===== src/rtl/pio_cmd_pkg.sv =====
// pio_cmd_pkg: shared definitions for the PIO command master.
//   - PIO action codes (4-bit, passed straight through to the PIO control port)
//   - command packet length and header field positions
//   - FSM state encoding
package pio_cmd_pkg;

    // PIO action encoding
    localparam logic [3:0] ActNone  = 4'd0;
    localparam logic [3:0] ActInstr = 4'd1;
    localparam logic [3:0] ActPend  = 4'd2;
    localparam logic [3:0] ActPull  = 4'd3;
    localparam logic [3:0] ActPush  = 4'd4;
    localparam logic [3:0] ActGrps  = 4'd5;
    localparam logic [3:0] ActEn    = 4'd6;
    localparam logic [3:0] ActDiv   = 4'd7;
    localparam logic [3:0] ActSides = 4'd8;
    localparam logic [3:0] ActImm   = 4'd9;
    localparam logic [3:0] ActShift = 4'd10;
    localparam logic [3:0] ActIsrt  = 4'd11;
    localparam logic [3:0] ActPins  = 4'd12;
    localparam logic [3:0] ActJmpP  = 4'd13;
    localparam logic [3:0] ActPinDr = 4'd14;
    localparam logic [3:0] ActOsrt  = 4'd15;

    // Packet: hdr, idx, d0, d1, d2, d3
    localparam int unsigned PktLen     = 6;
    localparam int unsigned HdrActLsb  = 0;
    localparam int unsigned HdrActW    = 4;
    localparam int unsigned HdrMidxLsb = 4;
    localparam int unsigned HdrMidxW   = 2;
    localparam int unsigned IdxW       = 5;

    typedef enum logic [2:0] {
        StRecv,
        StWait,
        StIssue,
        StCapture,
        StSend
    } state_e;

endpackage


===== src/rtl/pio_cmd_master.sv =====
// pio_cmd_master: parses 6-byte command packets from a byte stream and drives the PIO
// control port with one-cycle action strobes. PUSH/PULL wait on the per-machine FIFO
// flags; PULL returns the captured dout word as 4 bytes, LSB first.
//
// Ports:
//   clk_i, reset_ni           clock, asynchronous active-low reset
//   in_valid_i/in_data_i/in_ready_o     command byte stream (in)
//   out_valid_o/out_data_o/out_ready_i  response byte stream (out)
//   action_o, mindex_o, index_o, din_o  PIO control port (action is a strobe)
//   dout_i                    PIO read data, valid the cycle after a PULL strobe
//   full_i, empty_i           PIO TX-full / RX-empty flags per machine
//   busy_o                    FSM is not receiving
//   err_o                     one-cycle pulse when a command times out in WAIT
module pio_cmd_master
    import pio_cmd_pkg::*;
#(
    parameter int unsigned WAIT_LIMIT = 0
) (
    input  logic        clk_i,
    input  logic        reset_ni,
    input  logic        in_valid_i,
    input  logic [7:0]  in_data_i,
    output logic        in_ready_o,
    output logic        out_valid_o,
    output logic [7:0]  out_data_o,
    input  logic        out_ready_i,
    output logic [3:0]  action_o,
    output logic [1:0]  mindex_o,
    output logic [4:0]  index_o,
    output logic [31:0] din_o,
    input  logic [31:0] dout_i,
    input  logic [3:0]  full_i,
    input  logic [3:0]  empty_i,
    output logic        busy_o,
    output logic        err_o
);

    state_e      state_q, state_d;
    logic [2:0]  byte_cnt_q, byte_cnt_d;
    logic [3:0]  cmd_act_q, cmd_act_d;
    logic [1:0]  cmd_midx_q, cmd_midx_d;
    logic [4:0]  cmd_idx_q, cmd_idx_d;
    logic [31:0] cmd_data_q, cmd_data_d;
    logic [15:0] wait_cnt_q, wait_cnt_d;
    logic [3:0]  action_q, action_d;
    logic [1:0]  mindex_q, mindex_d;
    logic [4:0]  index_q, index_d;
    logic [31:0] din_q, din_d;
    logic [31:0] shift_q, shift_d;
    logic [1:0]  send_cnt_q, send_cnt_d;
    logic        out_valid_q, out_valid_d;
    logic [7:0]  out_data_q, out_data_d;
    logic        err_q, err_d;

    logic wait_ok;
    logic wait_expired;

    // Flow-control condition for the pending command
    always_comb begin
        wait_ok = 1'b1;
        if (cmd_act_q == ActPush) begin
            wait_ok = ~full_i[cmd_midx_q];
        end else if (cmd_act_q == ActPull) begin
            wait_ok = ~empty_i[cmd_midx_q];
        end
    end

    // Counter holds the number of WAIT cycles already spent, so the command is dropped at
    // the end of the WAIT_LIMIT-th cycle.
    assign wait_expired = (WAIT_LIMIT != 0) && ({16'd0, wait_cnt_q} == (WAIT_LIMIT - 1));

    always_comb begin
        state_d    = state_q;
        byte_cnt_d = byte_cnt_q;
        cmd_act_d  = cmd_act_q;
        cmd_midx_d = cmd_midx_q;
        cmd_idx_d  = cmd_idx_q;
        cmd_data_d = cmd_data_q;
        wait_cnt_d = wait_cnt_q;
        action_d   = ActNone;
        mindex_d   = mindex_q;
        index_d    = index_q;
        din_d      = din_q;
        shift_d    = shift_q;
        send_cnt_d = send_cnt_q;
        out_valid_d = out_valid_q;
        out_data_d = out_data_q;
        err_d      = 1'b0;

        unique case (state_q)
            StRecv: begin
                wait_cnt_d = '0;
                if (in_valid_i) begin
                    case (byte_cnt_q)
                        3'd0: begin
                            cmd_act_d  = in_data_i[HdrActLsb +: HdrActW];
                            cmd_midx_d = in_data_i[HdrMidxLsb +: HdrMidxW];
                        end
                        3'd1:    cmd_idx_d          = in_data_i[IdxW-1:0];
                        3'd2:    cmd_data_d[7:0]    = in_data_i;
                        3'd3:    cmd_data_d[15:8]   = in_data_i;
                        3'd4:    cmd_data_d[23:16]  = in_data_i;
                        default: cmd_data_d[31:24]  = in_data_i;
                    endcase
                    if (byte_cnt_q == 3'(PktLen - 1)) begin
                        byte_cnt_d = '0;
                        state_d    = StWait;
                    end else begin
                        byte_cnt_d = byte_cnt_q + 3'd1;
                    end
                end
            end
            StWait: begin
                if (cmd_act_q == ActNone) begin
                    state_d = StRecv;
                end else if (wait_ok) begin
                    state_d  = StIssue;
                    action_d = cmd_act_q;
                    mindex_d = cmd_midx_q;
                    index_d  = cmd_idx_q;
                    din_d    = cmd_data_q;
                end else if (wait_expired) begin
                    err_d   = 1'b1;
                    state_d = StRecv;
                end else begin
                    wait_cnt_d = (&wait_cnt_q) ? wait_cnt_q : wait_cnt_q + 16'd1;
                end
            end
            StIssue: begin
                // action_q is the strobe currently on the port
                state_d = (action_q == ActPull) ? StCapture : StRecv;
            end
            StCapture: begin
                shift_d     = dout_i;
                out_data_d  = dout_i[7:0];
                out_valid_d = 1'b1;
                send_cnt_d  = '0;
                state_d     = StSend;
            end
            StSend: begin
                // out_valid_q is high for the whole of SEND
                if (out_ready_i) begin
                    if (send_cnt_q == 2'd3) begin
                        out_valid_d = 1'b0;
                        state_d     = StRecv;
                    end else begin
                        shift_d    = {8'h00, shift_q[31:8]};
                        out_data_d = shift_q[15:8];
                        send_cnt_d = send_cnt_q + 2'd1;
                    end
                end
            end
            default: state_d = StRecv;
        endcase
    end

    always_ff @(posedge clk_i or negedge reset_ni) begin
        if (!reset_ni) begin
            state_q     <= StRecv;
            byte_cnt_q  <= '0;
            cmd_act_q   <= '0;
            cmd_midx_q  <= '0;
            cmd_idx_q   <= '0;
            cmd_data_q  <= '0;
            wait_cnt_q  <= '0;
            action_q    <= '0;
            mindex_q    <= '0;
            index_q     <= '0;
            din_q       <= '0;
            shift_q     <= '0;
            send_cnt_q  <= '0;
            out_valid_q <= 1'b0;
            out_data_q  <= '0;
            err_q       <= 1'b0;
        end else begin
            state_q     <= state_d;
            byte_cnt_q  <= byte_cnt_d;
            cmd_act_q   <= cmd_act_d;
            cmd_midx_q  <= cmd_midx_d;
            cmd_idx_q   <= cmd_idx_d;
            cmd_data_q  <= cmd_data_d;
            wait_cnt_q  <= wait_cnt_d;
            action_q    <= action_d;
            mindex_q    <= mindex_d;
            index_q     <= index_d;
            din_q       <= din_d;
            shift_q     <= shift_d;
            send_cnt_q  <= send_cnt_d;
            out_valid_q <= out_valid_d;
            out_data_q  <= out_data_d;
            err_q       <= err_d;
        end
    end

    assign in_ready_o  = (state_q == StRecv);
    assign busy_o      = (state_q != StRecv);
    assign out_valid_o = out_valid_q;
    assign out_data_o  = out_data_q;
    assign action_o    = action_q;
    assign mindex_o    = mindex_q;
    assign index_o     = index_q;
    assign din_o       = din_q;
    assign err_o       = err_q;

endmodule


===== config.mk =====
export PLATFORM = sky130hd
export DESIGN_NAME = pio_cmd_master
export DESIGN_NICKNAME = d
export VERILOG_FILES = /design/src/rtl/pio_cmd_pkg.sv /design/src/rtl/pio_cmd_master.sv
export SDC_FILE = /design/constraint.sdc
export NUM_CORES = 1
export LEC_CHECK = 0
export CAP_MARGIN = 20
export CORE_MARGIN = 3
export CORE_UTILIZATION = 55
export CTS_CLUSTER_SIZE = 16
export DETAILED_ROUTE_END_ITERATION = 7
export PLACE_DENSITY = 0.82
export SYNTH_ARGS = -nofsm -noshare
export SYNTH_HDL_FRONTEND = slang
export SYNTH_SLANG_ARGS = --single-unit

===== constraint.sdc =====
create_clock -name clk_i -period 4.7 [get_ports clk_i]
set_input_delay 0.94 -clock clk_i [delete_from_list [all_inputs] [get_ports clk_i]]
set_output_delay 0.94 -clock clk_i [all_outputs]
set_load 0.02 [all_outputs]

==> impl_results.md <==
- Grt total ovfl: 0
- Async SR Flop Fraction: 1.00
- Cell Rows: 35
- R2r worst-path depth: 4
- DR vias/cell: between 5 and 6
- P&R area growth vs syn: 31.1%
- H-tree depth: 4
- Nets: ~530
- Max-cap violations: 0
- Total GRT Usage: 0.212
- Top cells by area, synth: dfrtp_1 (60%), mux2_2 (16%), mux2i_1 (4.5%), o21ai_0 (2.5%), nand2_1 (2.4%)
- DR vias: about 3300
- DP HPWL: roughly 7400 um
- Proportion of layout cells with a drive suffix above 1: 0.262
- CP bufs+invs: 2
- Cts bufs inserted: 17
- Antenna-violating nets left: 0
- CP endpoint: in_ready_o
- Ports: 107
- Drt total wl: ~11000 um
- Crit end category: primary output
- Worst flop-to-flop path endpoint: din_o[29]$_DFFE_PN0P_
- Leak: approximately 3.3 nW
- CP startpoint kind: flip-flop
- Tcrit/Tclk final: 0.666
- Iteration-0 DRC Markers: 160
- Worst Max-Slew Pin Slew: a little under 1 ns
- Top-area cell type share of the netlist area: 0.599
- CTS Hold Bufs: 0
- CTS tree: built
- DR pass1 iterations: 4
- Most frequent cell after synthesis: dfrtp_1
- ANT cells: 0
- R2r setup slk: between 2 and 2.5 ns
- Placed instance area: approximately 6400 um2
- Die area: ~11000 um2
- Peak VDD IR: ~0.00036 V
- CP top delay family: buffers and inverters
- Max Freq: 0.319 GHz
- RD Place Congestion: slightly below 0.8
- Multi-input gate area: 1940 um2
- Hold Violations, Final: 0
- Die X: between 100 and 150 um
- Die H: 104 um
- Worst Path Required: approximately 3.8 ns
- Status: finished clean
- Post-Syn Nets: about 430
- CP max stage delay: approximately 0.66 ns
- Max-slew headroom at the worst pin: 0.345
- Setup Crit Path Kind: reg -> out
- Critical R2R Launch: state_q[0]$_DFFE_PN0P_
- Final setup skew: approximately 0.010 ns
- Fill count: 620
- Commonest cells in the netlist: dfrtp_1 (127), mux2_2 (74), nand2_1 (34)
- Register area: 3180 um2
- Initial Utilization: 0.569
- First-pass GRT wire length: 18100 um
- Placeable Area: approximately 9300 um2
- Fin Setup TNS: 0 ns
- Final slew viol count: 0
- Cell area after synthesis: roughly 5300 um2
- Netlist cell types: 44
- Finished layout cell area: 6950 um2
- Root buffer cell: clkbuf_8
- Final setup fails: 0
- Vias in the first global route: 3553
- Post-synth top flop: dfrtp_1
- Pwr dens: 646 nW/um2
- Avg WL per Cell: about 17 um
- Setup Buffers After CTS: 0
- Cells after Synth: around 380
- Clk_lat worst skew: slightly above 0.5 ns
- Synth Register Bits: about 130
- Final min period: between 3 and 4 ns
- Worst-case clock buffer depth: 2
- Critical path's slowest cell: clkdlybuf4s50_1
- Synth warn: 0
- Crit path from: state_q[0]$_DFFE_PN0P_
- TritonCTS Sinks: 127
- Post-synth EDFFs: 0
- Antenna violations before repair: 0
- CP arrival: approximately 2.2 ns
- Maximum fanout along the worst path: 9
- DR DRC count: 0
- RSZ-0062 raised after global routing: false
- Post-synthesis area per instance: around 14 um2
- CP Cell Sequence: or3_4 -> inv_2 -> clkdlybuf4s50_1
- Post_cts resized: 0
- Largest area contributor in the netlist: dfrtp_1
- Worst path depth: 3
- Clk slew on worst S/H paths: about 0.060 ns
- Worst hold path class: reg -> reg
- Sequential cell area fraction in the yosys report: 0.599
- Port Buffer Count: 105
- Largest net degree at the start of global routing: 71
## final cells by class
cell class / instances / share of cell area
clock buffers: 18 / 0.0601
clock inverters: 14 / 0.0227
inverters: 3 / 0.00162
multi-input cells: 218 / 0.280
flip-flops and latches: 127 / 0.457
well taps: 129 / 0.0232
repair buffers: 108 / 0.156
## worst min path at each step
stage	to	depth (start not counted)	startpoint	slack, ns
global placement	send_cnt_q[1]$_DFFE_PN0P_	2	send_cnt_q[1]$_DFFE_PN0P_	0.46
finish	shift_q[3]$_DFFE_PN0P_	2	shift_q[3]$_DFFE_PN0P_	0.47
CTS	shift_q[3]$_DFFE_PN0P_	2	shift_q[3]$_DFFE_PN0P_	0.48
floorplan	send_cnt_q[1]$_DFFE_PN0P_	2	send_cnt_q[1]$_DFFE_PN0P_	0.44
global route	send_cnt_q[1]$_DFFE_PN0P_	2	send_cnt_q[1]$_DFFE_PN0P_	0.50
detailed placement	shift_q[3]$_DFFE_PN0P_	2	shift_q[3]$_DFFE_PN0P_	0.47
## per-stage QoR
step | hold WS [ns] | std cells | total power [W] | setup WS (ns) | utilization
floorplan | 0.442 | 377 | 0.00271 | 2.38 | -
global placement | 0.456 | 584 | 0.00318 | 1.34 | 0.682
detailed placement | 0.469 | 585 | 0.00326 | 1.21 | 0.684
CTS | 0.483 | 617 | 0.00453 | 1.55 | 0.746
global route | 0.501 | 617 | 0.00474 | 1.50 | 0.746
finish | 0.473 | 617 | 0.00449 | 1.57 | 0.746
## kinds of logic after synthesis
family,Yosys count,synth area share
compound gates,48,0.0587
xor+xnor,1,0.00165
fa+ha+maj,2,0.00472
buf+inv,32,0.0361
flops,127,0.599
mux,108,0.234
other cells,1,0.000707
simple gates,58,0.0653
## worst register-to-register path, stage by stage (launching register included)
cell	delay (ns)
dfrtp_1	0.52
nor3b_1	0.43
a21boi_0	0.39
nand2_2	0.64
mux2_2	0.54
## cell usage in the layout, fill, tap and decap left out, drive strengths merged, types with 2 or more instances in the layout
cell	count
dfrtp	127
clkdlybuf4s50	104
mux2	82
nand2	35
o21ai	26
mux2i	24
clkbuf	18
a22o	8
inv	8
and2	4
clkinv	4
buf	4
nor3b	3
a21o	3
clkinvlp	3
nor4b	3
nor3	2
mux4	2
a21boi	2
o31ai	2
nand3	2
ha	2
bufinv	2
## flip-flops by register name (all words and copies together), names as in the netlist
register and cells:
send_cnt_q 2, out_valid_o 1, cmd_act_q 4, state_q 3, cmd_idx_q 5, shift_q 32
index_o 5, mindex_o 2, cmd_data_q 32, din_o 32, cmd_midx_q 2, action_o 4
byte_cnt_q 3
## layer usage
layer  wire length, um  vias up  global-route usage
met4               116        0              0.0655
li1                  -     1542                   -
met1              4900     1633               0.285
met5                 0        -                   0
met3               458       10              0.0521
met2              5280       87               0.342
## power by group
| part | leakage, nW | internal (W) | switching [W] |
|---|---|---|---|
| Clock | 0.273 | 0.000763 | 0.000486 |
| Combinational | 1.38 | 0.000785 | 0.000623 |
| Sequential | 1.63 | 0.00153 | 0.000301 |
| Total | 3.28 | 0.00308 | 0.00141 |
(Power assumes the default switching activity.)
